**src/rtl/v_pkg.sv**
```systemverilog
// Shared types for the command scheduler.
//   id_t / level_t / key_t / volume_t : field widths of query and update requests
//   cmd_t                             : update opcodes
//   upd_cmd_t                         : one queued update command
//   UPD_STAGES_N_DEF                  : default depth of the update pipeline shadow
package v_pkg;

    localparam int ID_W             = 8;
    localparam int LEVEL_W          = 4;
    localparam int KEY_W            = 16;
    localparam int VOLUME_W         = 16;
    localparam int UPD_STAGES_N_DEF = 4;

    typedef logic [ID_W-1:0]     id_t;
    typedef logic [LEVEL_W-1:0]  level_t;
    typedef logic [KEY_W-1:0]    key_t;
    typedef logic [VOLUME_W-1:0] volume_t;

    typedef enum logic [1:0] {
        CMD_INSERT  = 2'd0,
        CMD_DELETE  = 2'd1,
        CMD_REPLACE = 2'd2,
        CMD_CLEAR   = 2'd3
    } cmd_t;

    typedef struct packed {
        cmd_t    cmd;
        id_t     prod_id;
        key_t    key;
        volume_t volume;
    } upd_cmd_t;

endpackage

```
**src/rtl/v_cmd_sched_fifo.sv**
```systemverilog
// Synchronous FIFO of update commands with registered head storage.
//   clk, arst_n       : clock, asynchronous active-low reset
//   i_push, i_push_data : write request and data (ignored when full without a pop)
//   i_pop             : remove head (ignored when empty)
//   o_head            : current head entry (valid when !o_empty)
//   o_full, o_empty   : derived from registered occupancy
//   o_occ             : occupancy 0..DEPTH
module v_cmd_sched_fifo
    import v_pkg::*;
#(
    parameter  int DEPTH = 4,
    localparam int PTR_W = $clog2(DEPTH),
    localparam int OCC_W = $clog2(DEPTH) + 1
) (
    input  logic             clk,
    input  logic             arst_n,
    input  logic             i_push,
    input  upd_cmd_t         i_push_data,
    input  logic             i_pop,
    output upd_cmd_t         o_head,
    output logic             o_full,
    output logic             o_empty,
    output logic [OCC_W-1:0] o_occ
);

    upd_cmd_t         mem_q [DEPTH];
    upd_cmd_t         mem_d [DEPTH];
    logic [PTR_W-1:0] wr_ptr_q, wr_ptr_d;
    logic [PTR_W-1:0] rd_ptr_q, rd_ptr_d;
    logic [OCC_W-1:0] occ_q, occ_d;
    logic             do_push;
    logic             do_pop;

    assign o_full  = (occ_q == OCC_W'(DEPTH));
    assign o_empty = (occ_q == '0);
    assign o_occ   = occ_q;
    assign o_head  = mem_q[rd_ptr_q];

    // A push into a full FIFO only lands when the head leaves in the same cycle.
    assign do_pop  = i_pop & ~o_empty;
    assign do_push = i_push & (~o_full | do_pop);

    always_comb begin
        mem_d    = mem_q;
        wr_ptr_d = wr_ptr_q;
        rd_ptr_d = rd_ptr_q;
        occ_d    = occ_q;
        if (do_push) begin
            mem_d[wr_ptr_q] = i_push_data;
            wr_ptr_d        = wr_ptr_q + PTR_W'(1);
        end
        if (do_pop) begin
            rd_ptr_d = rd_ptr_q + PTR_W'(1);
        end
        case ({do_push, do_pop})
            2'b10:   occ_d = occ_q + OCC_W'(1);
            2'b01:   occ_d = occ_q - OCC_W'(1);
            default: occ_d = occ_q;
        endcase
    end

    always_ff @(posedge clk or negedge arst_n) begin
        if (!arst_n) begin
            wr_ptr_q <= '0;
            rd_ptr_q <= '0;
            occ_q    <= '0;
        end else begin
            wr_ptr_q <= wr_ptr_d;
            rd_ptr_q <= rd_ptr_d;
            occ_q    <= occ_d;
        end
    end

    // Payload storage carries no reset; entries are only read once written.
    always_ff @(posedge clk) begin
        mem_q <= mem_d;
    end

endmodule

```
**src/rtl/v_cmd_sched.sv**
```systemverilog
// Front-end scheduler for the state-table read port shared by queries and updates.
//   Query path  : i_q_* -> o_lut_* combinationally, never stalled.
//   Update path : i_u_* / o_u_rdy valid/ready into a FIFO; o_upd_* issues the head
//                 in cycles with no query and no in-flight update to the same ID.
//   Status      : o_inflight_* shadow of the update pipeline, o_upd_q_occ_r FIFO
//                 occupancy, o_starve_r sticky starvation flag (cleared by i_starve_clr).
// Handshake: an update is accepted in any cycle where i_u_vld and o_u_rdy are both
// high; o_u_rdy depends only on registered occupancy, and i_u_* must hold while
// i_u_vld is high and o_u_rdy is low.
// Optional build macro V_CMD_SCHED_BYPASS_EN: an update arriving at an empty FIFO
// with no query and no hazard issues in the same cycle without being stored.
module v_cmd_sched
    import v_pkg::*;
#(
    parameter  int UPD_Q_N      = 4,
    parameter  int UPD_STAGES_N = UPD_STAGES_N_DEF,
    parameter  int STARVE_N     = 8,
    localparam int OCC_W        = $clog2(UPD_Q_N) + 1,
    localparam int STARVE_W     = $clog2(STARVE_N + 1)
) (
    input  logic                         clk,
    input  logic                         arst_n,
    input  logic                         i_q_vld,
    input  id_t                          i_q_prod_id,
    input  level_t                       i_q_level,
    output logic                         o_lut_vld,
    output id_t                          o_lut_prod_id,
    output level_t                       o_lut_level,
    input  logic                         i_u_vld,
    input  cmd_t                         i_u_cmd,
    input  id_t                          i_u_prod_id,
    input  key_t                         i_u_key,
    input  volume_t                      i_u_volume,
    output logic                         o_u_rdy,
    output logic                         o_upd_vld,
    output cmd_t                         o_upd_cmd,
    output id_t                          o_upd_prod_id,
    output key_t                         o_upd_key,
    output volume_t                      o_upd_volume,
    output logic [UPD_STAGES_N-1:0]      o_inflight_vld_r,
    output id_t  [UPD_STAGES_N-1:0]      o_inflight_prod_id_r,
    output logic [OCC_W-1:0]             o_upd_q_occ_r,
    output logic                         o_starve_r,
    input  logic                         i_starve_clr
);

    upd_cmd_t                in_cmd;
    upd_cmd_t                head;
    upd_cmd_t                issue_cmd;
    logic                    fifo_full;
    logic                    fifo_empty;
    logic                    fifo_push;
    logic                    head_hazard;
    logic                    head_issue;
    logic                    byp_issue;
    logic                    issue;

    logic [UPD_STAGES_N-1:0] inflight_vld_q, inflight_vld_d;
    id_t  [UPD_STAGES_N-1:0] inflight_id_q, inflight_id_d;
    logic [STARVE_W-1:0]     starve_cnt_q, starve_cnt_d;
    logic                    starve_q, starve_d;

    // Query pass-through.
    assign o_lut_vld     = i_q_vld;
    assign o_lut_prod_id = i_q_prod_id;
    assign o_lut_level   = i_q_level;

    assign o_u_rdy = ~fifo_full;
    assign in_cmd  = '{cmd: i_u_cmd, prod_id: i_u_prod_id, key: i_u_key, volume: i_u_volume};

    // Read-after-write hazard: head ID matches any live shadow stage.
    always_comb begin
        head_hazard = 1'b0;
        for (int k = 0; k < UPD_STAGES_N; k++) begin
            if (inflight_vld_q[k] && (inflight_id_q[k] == head.prod_id)) begin
                head_hazard = 1'b1;
            end
        end
    end

    assign head_issue = ~fifo_empty & ~i_q_vld & ~head_hazard;

`ifdef V_CMD_SCHED_BYPASS_EN
    logic in_hazard;

    always_comb begin
        in_hazard = 1'b0;
        for (int k = 0; k < UPD_STAGES_N; k++) begin
            if (inflight_vld_q[k] && (inflight_id_q[k] == i_u_prod_id)) begin
                in_hazard = 1'b1;
            end
        end
    end

    // Only reachable with an empty FIFO, so it never competes with head_issue.
    assign byp_issue = fifo_empty & i_u_vld & ~i_q_vld & ~in_hazard;
`else
    assign byp_issue = 1'b0;
`endif

    assign issue     = head_issue | byp_issue;
    assign issue_cmd = byp_issue ? in_cmd : head;
    // A bypassed update is consumed directly and never written into storage.
    assign fifo_push = i_u_vld & o_u_rdy & ~byp_issue;

    assign o_upd_vld     = issue;
    assign o_upd_cmd     = issue_cmd.cmd;
    assign o_upd_prod_id = issue_cmd.prod_id;
    assign o_upd_key     = issue_cmd.key;
    assign o_upd_volume  = issue_cmd.volume;

    v_cmd_sched_fifo #(
        .DEPTH (UPD_Q_N)
    ) u_fifo (
        .clk         (clk),
        .arst_n      (arst_n),
        .i_push      (fifo_push),
        .i_push_data (in_cmd),
        .i_pop       (head_issue),
        .o_head      (head),
        .o_full      (fifo_full),
        .o_empty     (fifo_empty),
        .o_occ       (o_upd_q_occ_r)
    );

    // Shadow of the update pipeline: stage 1 captures this cycle's issue.
    always_comb begin
        inflight_vld_d    = inflight_vld_q;
        inflight_id_d     = inflight_id_q;
        inflight_vld_d[0] = issue;
        inflight_id_d[0]  = issue_cmd.prod_id;
        for (int k = 1; k < UPD_STAGES_N; k++) begin
            inflight_vld_d[k] = inflight_vld_q[k-1];
            inflight_id_d[k]  = inflight_id_q[k-1];
        end
    end

    // Starvation: count blocked cycles on a valid head, saturating at STARVE_N.
    always_comb begin
        starve_cnt_d = starve_cnt_q;
        starve_d     = starve_q;
        if (fifo_empty || head_issue) begin
            starve_cnt_d = '0;
        end else if (starve_cnt_q != STARVE_W'(STARVE_N)) begin
            starve_cnt_d = starve_cnt_q + STARVE_W'(1);
        end
        if (i_starve_clr) begin
            starve_d = 1'b0;
        end
        // Set after clear so a same-cycle set wins.
        if (starve_cnt_d == STARVE_W'(STARVE_N)) begin
            starve_d = 1'b1;
        end
    end

    always_ff @(posedge clk or negedge arst_n) begin
        if (!arst_n) begin
            inflight_vld_q <= '0;
            inflight_id_q  <= '0;
            starve_cnt_q   <= '0;
            starve_q       <= 1'b0;
        end else begin
            inflight_vld_q <= inflight_vld_d;
            inflight_id_q  <= inflight_id_d;
            starve_cnt_q   <= starve_cnt_d;
            starve_q       <= starve_d;
        end
    end

    assign o_inflight_vld_r     = inflight_vld_q;
    assign o_inflight_prod_id_r = inflight_id_q;
    assign o_starve_r           = starve_q;

endmodule

```
**config.mk**
```make
export PLATFORM = sky130hd
export DESIGN_NAME = v_cmd_sched
export DESIGN_NICKNAME = d
export VERILOG_FILES = /design/src/rtl/v_pkg.sv /design/src/rtl/v_cmd_sched_fifo.sv /design/src/rtl/v_cmd_sched.sv
export SDC_FILE = /design/constraint.sdc
export NUM_CORES = 1
export LEC_CHECK = 0
export CAP_MARGIN = 20
export CORE_MARGIN = 8
export CORE_UTILIZATION = 52
export DETAILED_ROUTE_END_ITERATION = 7
export PLACE_DENSITY = 0.82
export SYNTH_ARGS = -nofsm -noshare
export SYNTH_HDL_FRONTEND = slang
export SYNTH_SLANG_ARGS = --single-unit
export TNS_END_PERCENT = 50
```
**constraint.sdc**
```tcl
create_clock -name clk -period 3.5 [get_ports clk]
set_input_delay 0.875 -clock clk [delete_from_list [all_inputs] [get_ports clk]]
set_output_delay 0.875 -clock clk [all_outputs]
set_load 0.005 [all_outputs]
```
==> qor.yml, run 1 <==
logic_synthesis:
  syn_avg_cell_area_sq_um: 20.8
  ys_seq_area_frac: 0.758
  synth_edf_count: 168
  syn_area_sq_um: 8240
  ys_warn_count: 0
  syn_nets: 464
  synth-async-reset-ratio: 0.222
  synth_seq_cells: 216
  synth-main-ff-cell: "edfxtp_1"
  syn_inst: 397
  synth_cell_type_count: 33
place:
  dpl.hpwl_mm: 10.7
  dp_cells: 727
  place.gp.congestion: 0.798
  portBuffers: 131
setup_path:
  critPathLaunch: "u_fifo.rd_ptr_q[0]$_DFFE_PN0P_"
  r2r-start: "u_fifo.rd_ptr_q[0]$_DFFE_PN0P_"
  cp_max_fo: 7
  max_stage_delay_ns: 0.59
  start_kind: "flop"
  arrival_ns: 2.76
  cp.required_ns: 2.62
  cp_slowest_cell: "mux4_2"
  criticalPathCategory: "reg -> out"
  crit_chain: "buf_12 > mux4_2 > xnor2_1 > nand4_1 > a2111oi_4 > nor4_2 > nand2_2 > inv_2 > buf_6"
  cp-end-kind: "output port"
cts:
  root_buffer: "clkbuf_16"
  cts_sinks: 216
  cts_tree: "done"
  cts_buffers: 23
  cts.path.max_buffers: 3
  cts_max_level: 1
  clk_latency_ns: 0.50
  clkSlewWorstSetupHoldPaths_ns: 0.06
detailed_routing:
  dr.pass1.iters: 5
  wl_per_cell_um: 21.1
  vias: 4181
  routed_wl_mm: 16.4
  route.antenna.remaining_nets: 0
  avgViaCountPerCell: 5.37
  drt_iter0_markers: 183
  drcViolationCount: 0
sta:
  setup-tns-final_ns: -0.137
  layout_worst_path_cycle_share: 1.04
  maxSlewViolCount: 0
  finalWorstSetupSlack_ns: -0.137
  rsz0062_at_grt: "true"
  setup_viol: 1
  fmax_ghz: 0.275
  relSlewSlack: 0.570
  period_minus_slack_ns: 3.64
  worst_pin_slew_ns: 0.646
  fin_skew_ns: 0.00858
  hold_viol_final: 0
pwr:
  ir_worst_vdd_v: 0.000646
  pwr-share-comb: 0.359
  power_frac_seq: 0.391
  power.internal_w: 0.00706
  switching_power_w: 0.00285
  p_leak_nw: 3.77
  switching_share: 0.288
  power_density_nw_per_um2: 926
  clkPwrFrac: 0.250
cells_and_area:
  nets: 612
  drive_gt1_frac: 0.214
  final_cells: 778
  final_cell_mix: "edfxtp_1, clkdlybuf4s50_1, dfrtp_1"
  num_antenna_cells: 0
  final_common_cell: "edfxtp_1"
  area_delta_synth_final_pct: 29.9
run_status:
  status: "finished with violations"
  violations: "setup timing"
min_path:
  hold_path_class: "in -> async"
global_routing:
  grt_pass1_vias: 4497
  grt_antenna_before_repair: 0
  grt_util_all_layers: 0.164
  grt_pass1_wl_mm: 25.4
  grt_max_degree: 49
  grt_overflow_total: 0
floorplan:
  core_sq_um: 15700
  die_area_sq_um: 20100
  ios: 156
  die_w_um: 142
  start_util: 0.524
  rows: 46
  die_height_um: 142
job:
  drv_cap: 0
## registers in the layout, indices dropped and copies added, names as in the netlist
| register | flops |
|---|---|
| o_inflight_prod_id_r | 32 |
| o_inflight_vld_r | 4 |
| o_starve_r | 1 |
| starve_cnt_q | 4 |
| u_fifo.mem_q | 168 |
| u_fifo.o_occ | 3 |
| u_fifo.rd_ptr_q | 2 |
| u_fifo.wr_ptr_q | 2 |
## cell type report
class / instances / area [sq um]
Clock buffer: 28 / 651
Clock inverter: 14 / 149
Fill cell: 968 / 5010
Inverter: 10 / 37.5
Multi-Input combinational cell: 142 / 1820
Sequential cell: 216 / 6250
Tap cell: 216 / 270
Timing Repair Buffer: 152 / 1520
## worst paths after layout
check,to,slack (ns),cells after the start
worst max-delay path,o_upd_vld,-0.14,9
worst min-delay path,u_fifo.o_occ[0]$_DFFE_PN0P_,0.18,1
worst max register to register,u_fifo.o_occ[2]$_DFFE_PN0P_,0,16
worst min register to register,o_inflight_vld_r[2]$_DFF_PN0_,0.41,0
max in group asynchronous,u_fifo.rd_ptr_q[0]$_DFFE_PN0P_,2.86,2
min in group clk,o_inflight_vld_r[2]$_DFF_PN0_,0.41,0
## cell families (layout without fill, tap and decap cells)
family                   count (synthesis)  count (layout)  synth area share
adder cells (fa/ha/maj)                  8               8            0.0131
flip-flops                             216             216             0.758
XOR/XNOR                                42              42            0.0446
AO/OA/AOI/OAI                            7               7           0.00759
buffers and inverters                   39             204            0.0278
multiplexers                            48              48             0.123
AND/OR/NAND/NOR                         37              37            0.0257
## critical path, delay by kind of cell, from the launching register on
kind	cells	cell delay (ns)
multiplexers	1	0.59
flip-flops	1	0.45
AND/OR/NAND/NOR	3	0.38
AO/OA/AOI/OAI	1	0.34
buffers and inverters	3	0.29
XOR/XNOR	1	0.19
## power groups by stage
stage | Combinational [W] | Sequential, W | Clock [W]
2_1_floorplan | 0.00178 | 0.00380 | 0
3_3_place_gp | 0.00336 | 0.00388 | 0
3_5_place_dp | 0.00341 | 0.00392 | 0
4_1_cts | 0.00357 | 0.00388 | 0.00253
5_1_grt | 0.00384 | 0.00393 | 0.00263
6_report | 0.00356 | 0.00387 | 0.00248
## synthesized netlist by cell type, drive strengths merged (3+ instances only)
cell type,count,area [sq um]
nand4,4,25.0
nand3,7,35.0
ha,7,87.6
xor2,12,105
buf,26,180
clkbuf,3,11.3
mux4,42,953
xnor2,30,263
and3,8,50.1
nor2,3,11.3
inv,10,37.5
nor4,3,25.0
nand2,6,25.0
mux2i,5,50.1
dfrtp,48,1200
edfxtp,168,5040
## metal layers
metal | wire length, um | share of wire | track usage | vias to the layer above
li1 | - | - | - | 1841
met1 | 6660 | 0.41 | 0.204 | 2129
met2 | 8030 | 0.49 | 0.278 | 173
met3 | 1360 | 0.083 | 0.0460 | 38
met4 | 378 | 0.023 | 0.0435 | 0
met5 | 0 | 0 | 0 | -
## timing repair
item / CTS / global route
setup endpoints to repair: 5 / 7
setup buffers: 6 / 3
gates resized for setup: 14 / 6
hold endpoints to repair: 0 / 0
pin swaps: 6 / 6
hold buffers: 0 / 0
cloned: 0 / 0
## through the flow
stage	power, W	instance area (sq um)	hold slack (ns)	utilization	worst slack, ns
after floorplan	0.00558	8240	0.395	-	0.484
after global placement	0.00724	9750	0.412	0.620	0.0161
after detailed placement	0.00733	9750	0.405	0.620	0.00589
after CTS	0.00998	10600	0.419	0.677	-0.161
after global routing	0.0104	10700	0.173	0.681	-0.254
final	0.00991	10700	0.184	0.681	-0.137
No activity file was read; power rests on OpenSTA's default activity.
==> inputs of run 2 (changes only) <==
--- a/config.mk
+++ b/config.mk
@@ -8,6 +8,7 @@
 export CAP_MARGIN = 20
 export CORE_MARGIN = 8
 export CORE_UTILIZATION = 52
+export CTS_CLUSTER_SIZE = 14
 export DETAILED_ROUTE_END_ITERATION = 7
 export PLACE_DENSITY = 0.82
 export SYNTH_ARGS = -nofsm -noshare
==> run 2 against run 1 <==
Against the previous run:
- the run still ends with setup timing left
- hold slack hardly changed
- count of clock-buffer cells in the layout is 1 higher
- via count is 0.60% lower
- core utilization is 0.16 points higher
- power is 0.73% higher
- flip-flop and latch count stayed put
- routed wire length is 0.28% lower
- largest power group unchanged
- highest routed layer unchanged
==> qor.yml, run 2 (synthesis results as in run 1) <==
run_status:
  status: "finished with violations"
  violations: "setup timing"
cells_and_area:
  regMostFlops: "u_fifo.mem_q"
  final_common_cell: "edfxtp_1"
  nets: 612  # unchanged
  final_cell_mix: "edfxtp_1, clkdlybuf4s50_1, dfrtp_1"
  largest_register_ff_count: 168  # unchanged
  drive_gt1_frac: 0.214  # unchanged
  area_delta_synth_final_pct: 30.2
  num_antenna_cells: 0  # unchanged
  nFillCells: 961  # -0.72%
  finalInstanceArea_sq_um: 10700  # +0.23%
  final_cells: 778  # unchanged
setup_path:
  max_stage_delay_ns: 0.59  # about the same
  critPathTopFamily: "multiplexers"
  arrival_ns: 2.77  # about the same
  r2r_cells: 16  # unchanged
  cp.depth: 9  # unchanged
  cp_slowest_cell: "mux4_2"
  criticalPathCategory: "reg -> out"
  reg2reg_slack_ns: 0.01  # about the same
  cp.required_ns: 2.62  # about the same
  crit_chain: "buf_12 > mux4_2 > xnor2_1 > nand4_1 > a2111oi_4 > nor4_2 > nand2_2 > inv_2 > buf_6"
  worst-path-buf-inv: 3  # unchanged
  start_kind: "flop"
  cp-end-kind: "output port"
  cp_max_fo: 7  # unchanged
sta:
  setup_viol: 1  # unchanged
  fmax_ghz: 0.275  # -0.10%
  fin_skew_ns: 0.0100  # +0.00147 ns
  rsz0062_at_grt: "true"
  finalWorstSetupSlack_ns: -0.141  # -0.00366 ns
  maxSlewViolCount: 0  # unchanged
  setup-tns-final_ns: -0.141  # -0.00366 ns
  relSlewSlack: 0.568  # -0.00169
  period_minus_slack_ns: 3.64  # +0.00366 ns
  hold_viol_final: 0  # unchanged
  worst_pin_slew_ns: 0.648  # +0.00254 ns
  layout_worst_path_cycle_share: 1.04  # +0.00105
detailed_routing:
  wl_per_cell_um: 21.1  # -0.28%
  met2WireLength_mm: 8.02  # about the same
  wl_met3_mm: 1.21  # -11%
  drcViolationCount: 0  # unchanged
  maxUsedRoutingLayer: "met4"
  route.antenna.remaining_nets: 0  # unchanged
  avgViaCountPerCell: 5.34  # -0.60%
  drt_iter0_markers: 156  # -15%
  vias: 4156  # -0.60%
  routed_wl_mm: 16.4  # -0.28%
  wl_met1_mm: 6.78  # +1.8%
  dr.pass1.iters: 6  # +1
cts:
  cts_hold_buf: 0  # unchanged
  root_buffer: "clkbuf_16"
  cts_buffers: 23  # unchanged
  cts_tree: "done"
  cts_max_level: 1  # unchanged
  cts_sinks: 216  # unchanged
  cts.path.max_buffers: 3  # unchanged
  clkSlewWorstSetupHoldPaths_ns: 0.06  # about the same
  clk_latency_ns: 0.50  # about the same
global_routing:
  grt_overflow_total: 0  # unchanged
  grt_pass1_vias: 4503  # +0.13%
  grt_util_all_layers: 0.164  # about the same
  grt_antenna_before_repair: 0  # unchanged
  grt_max_degree: 49  # unchanged
  grt_pass1_wl_mm: 25.4  # about the same
floorplan:
  rows: 46  # unchanged
  die_area_sq_um: 20100  # unchanged
  core_sq_um: 15700  # unchanged
  die_height_um: 142  # unchanged
  die_w_um: 142  # unchanged
  start_util: 0.524  # unchanged
  ios: 156  # unchanged
place:
  place.gp.congestion: 0.798  # unchanged
  dp_cells: 727  # unchanged
  place_area_sq_um: 9750  # unchanged
  dpl.hpwl_mm: 10.7  # unchanged
  portBuffers: 131  # unchanged
job:
  drv_cap: 0  # unchanged
pwr:
  p_leak_nw: 3.78  # +0.26%
  ir_worst_vdd_v: 0.000644  # -0.31%
  power_density_nw_per_um2: 931  # +0.50%
min_path:
  hold_path_class: "in -> async"
## run 2: final timing paths
| check | start | endpoint |
|---|---|---|
| max | u_fifo.rd_ptr_q[0]$_DFFE_PN0P_ | o_upd_vld |
| min | arst_n | u_fifo.o_occ[0]$_DFFE_PN0P_ |
| max reg2reg | u_fifo.rd_ptr_q[0]$_DFFE_PN0P_ | u_fifo.o_occ[2]$_DFFE_PN0P_ |
| min reg2reg | o_inflight_vld_r[1]$_DFF_PN0_ | o_inflight_vld_r[2]$_DFF_PN0_ |
| max in group asynchronous | arst_n | u_fifo.rd_ptr_q[0]$_DFFE_PN0P_ |
| min in group clk | o_inflight_vld_r[1]$_DFF_PN0_ | o_inflight_vld_r[2]$_DFF_PN0_ |
## run 2: through the flow
stage / util / setup slack [ns] / power (W) / hold slack, ns
4_1_cts: 0.678 / -0.161 / 0.0101 / 0.419
3_3_place_gp: 0.620 / 0.0161 / 0.00724 / 0.412
3_5_place_dp: 0.620 / 0.00589 / 0.00733 / 0.405
6_report: 0.683 / -0.141 / 0.00999 / 0.184
2_1_floorplan: - / 0.484 / 0.00558 / 0.395
5_1_grt: 0.683 / -0.254 / 0.0105 / 0.173
## run 2: power by group
| part | internal [W] | switching [W] |
|---|---|---|
| Clock | 0.00162 | 0.000932 |
| Combinational | 0.00205 | 0.00151 |
| Sequential | 0.00347 | 0.000403 |
| Total | 0.00714 | 0.00285 |
## run 2: area by class of cell
| type | count | area [sq um] | area share |
|---|---|---|---|
| clock buffer | 29 | 654 | 0.0610 |
| clock inverter | 13 | 170 | 0.0159 |
| inverter | 10 | 37.5 | 0.00350 |
| multi-input combinational | 142 | 1820 | 0.170 |
| sequential | 216 | 6250 | 0.583 |
| tap | 216 | 270 | 0.0252 |
| timing repair buffer | 152 | 1520 | 0.142 |
## run 2: timing repair
action	CTS	global route
setup buffers	6	3
gates resized for setup	14	6
pin swaps	6	6
endpoints found under the setup margin	5	7
## run 2: worst register-to-register path: stages, from the launching register on
cell and delay, ns:
dfrtp_4 0.45, buf_12 0.14, mux4_2 0.59, xnor2_1 0.17
nand4_1 0.15, a2111oi_4 0.07, nor4_2 0.37, nand2_2 0.13
buf_4 0.16, buf_6 0.12, inv_1 0.05, ha_2 0.17
inv_1 0.05, fa_2 0.34, xor2_1 0.15, nor2_1 0.13
xor2_1 0.16
## run 2: per-layer routing
metal,vias up,global-route usage
li1,1846,-
met1,2123,0.204
met2,149,0.279
met3,38,0.0460
met4,0,0.0441
met5,-,0
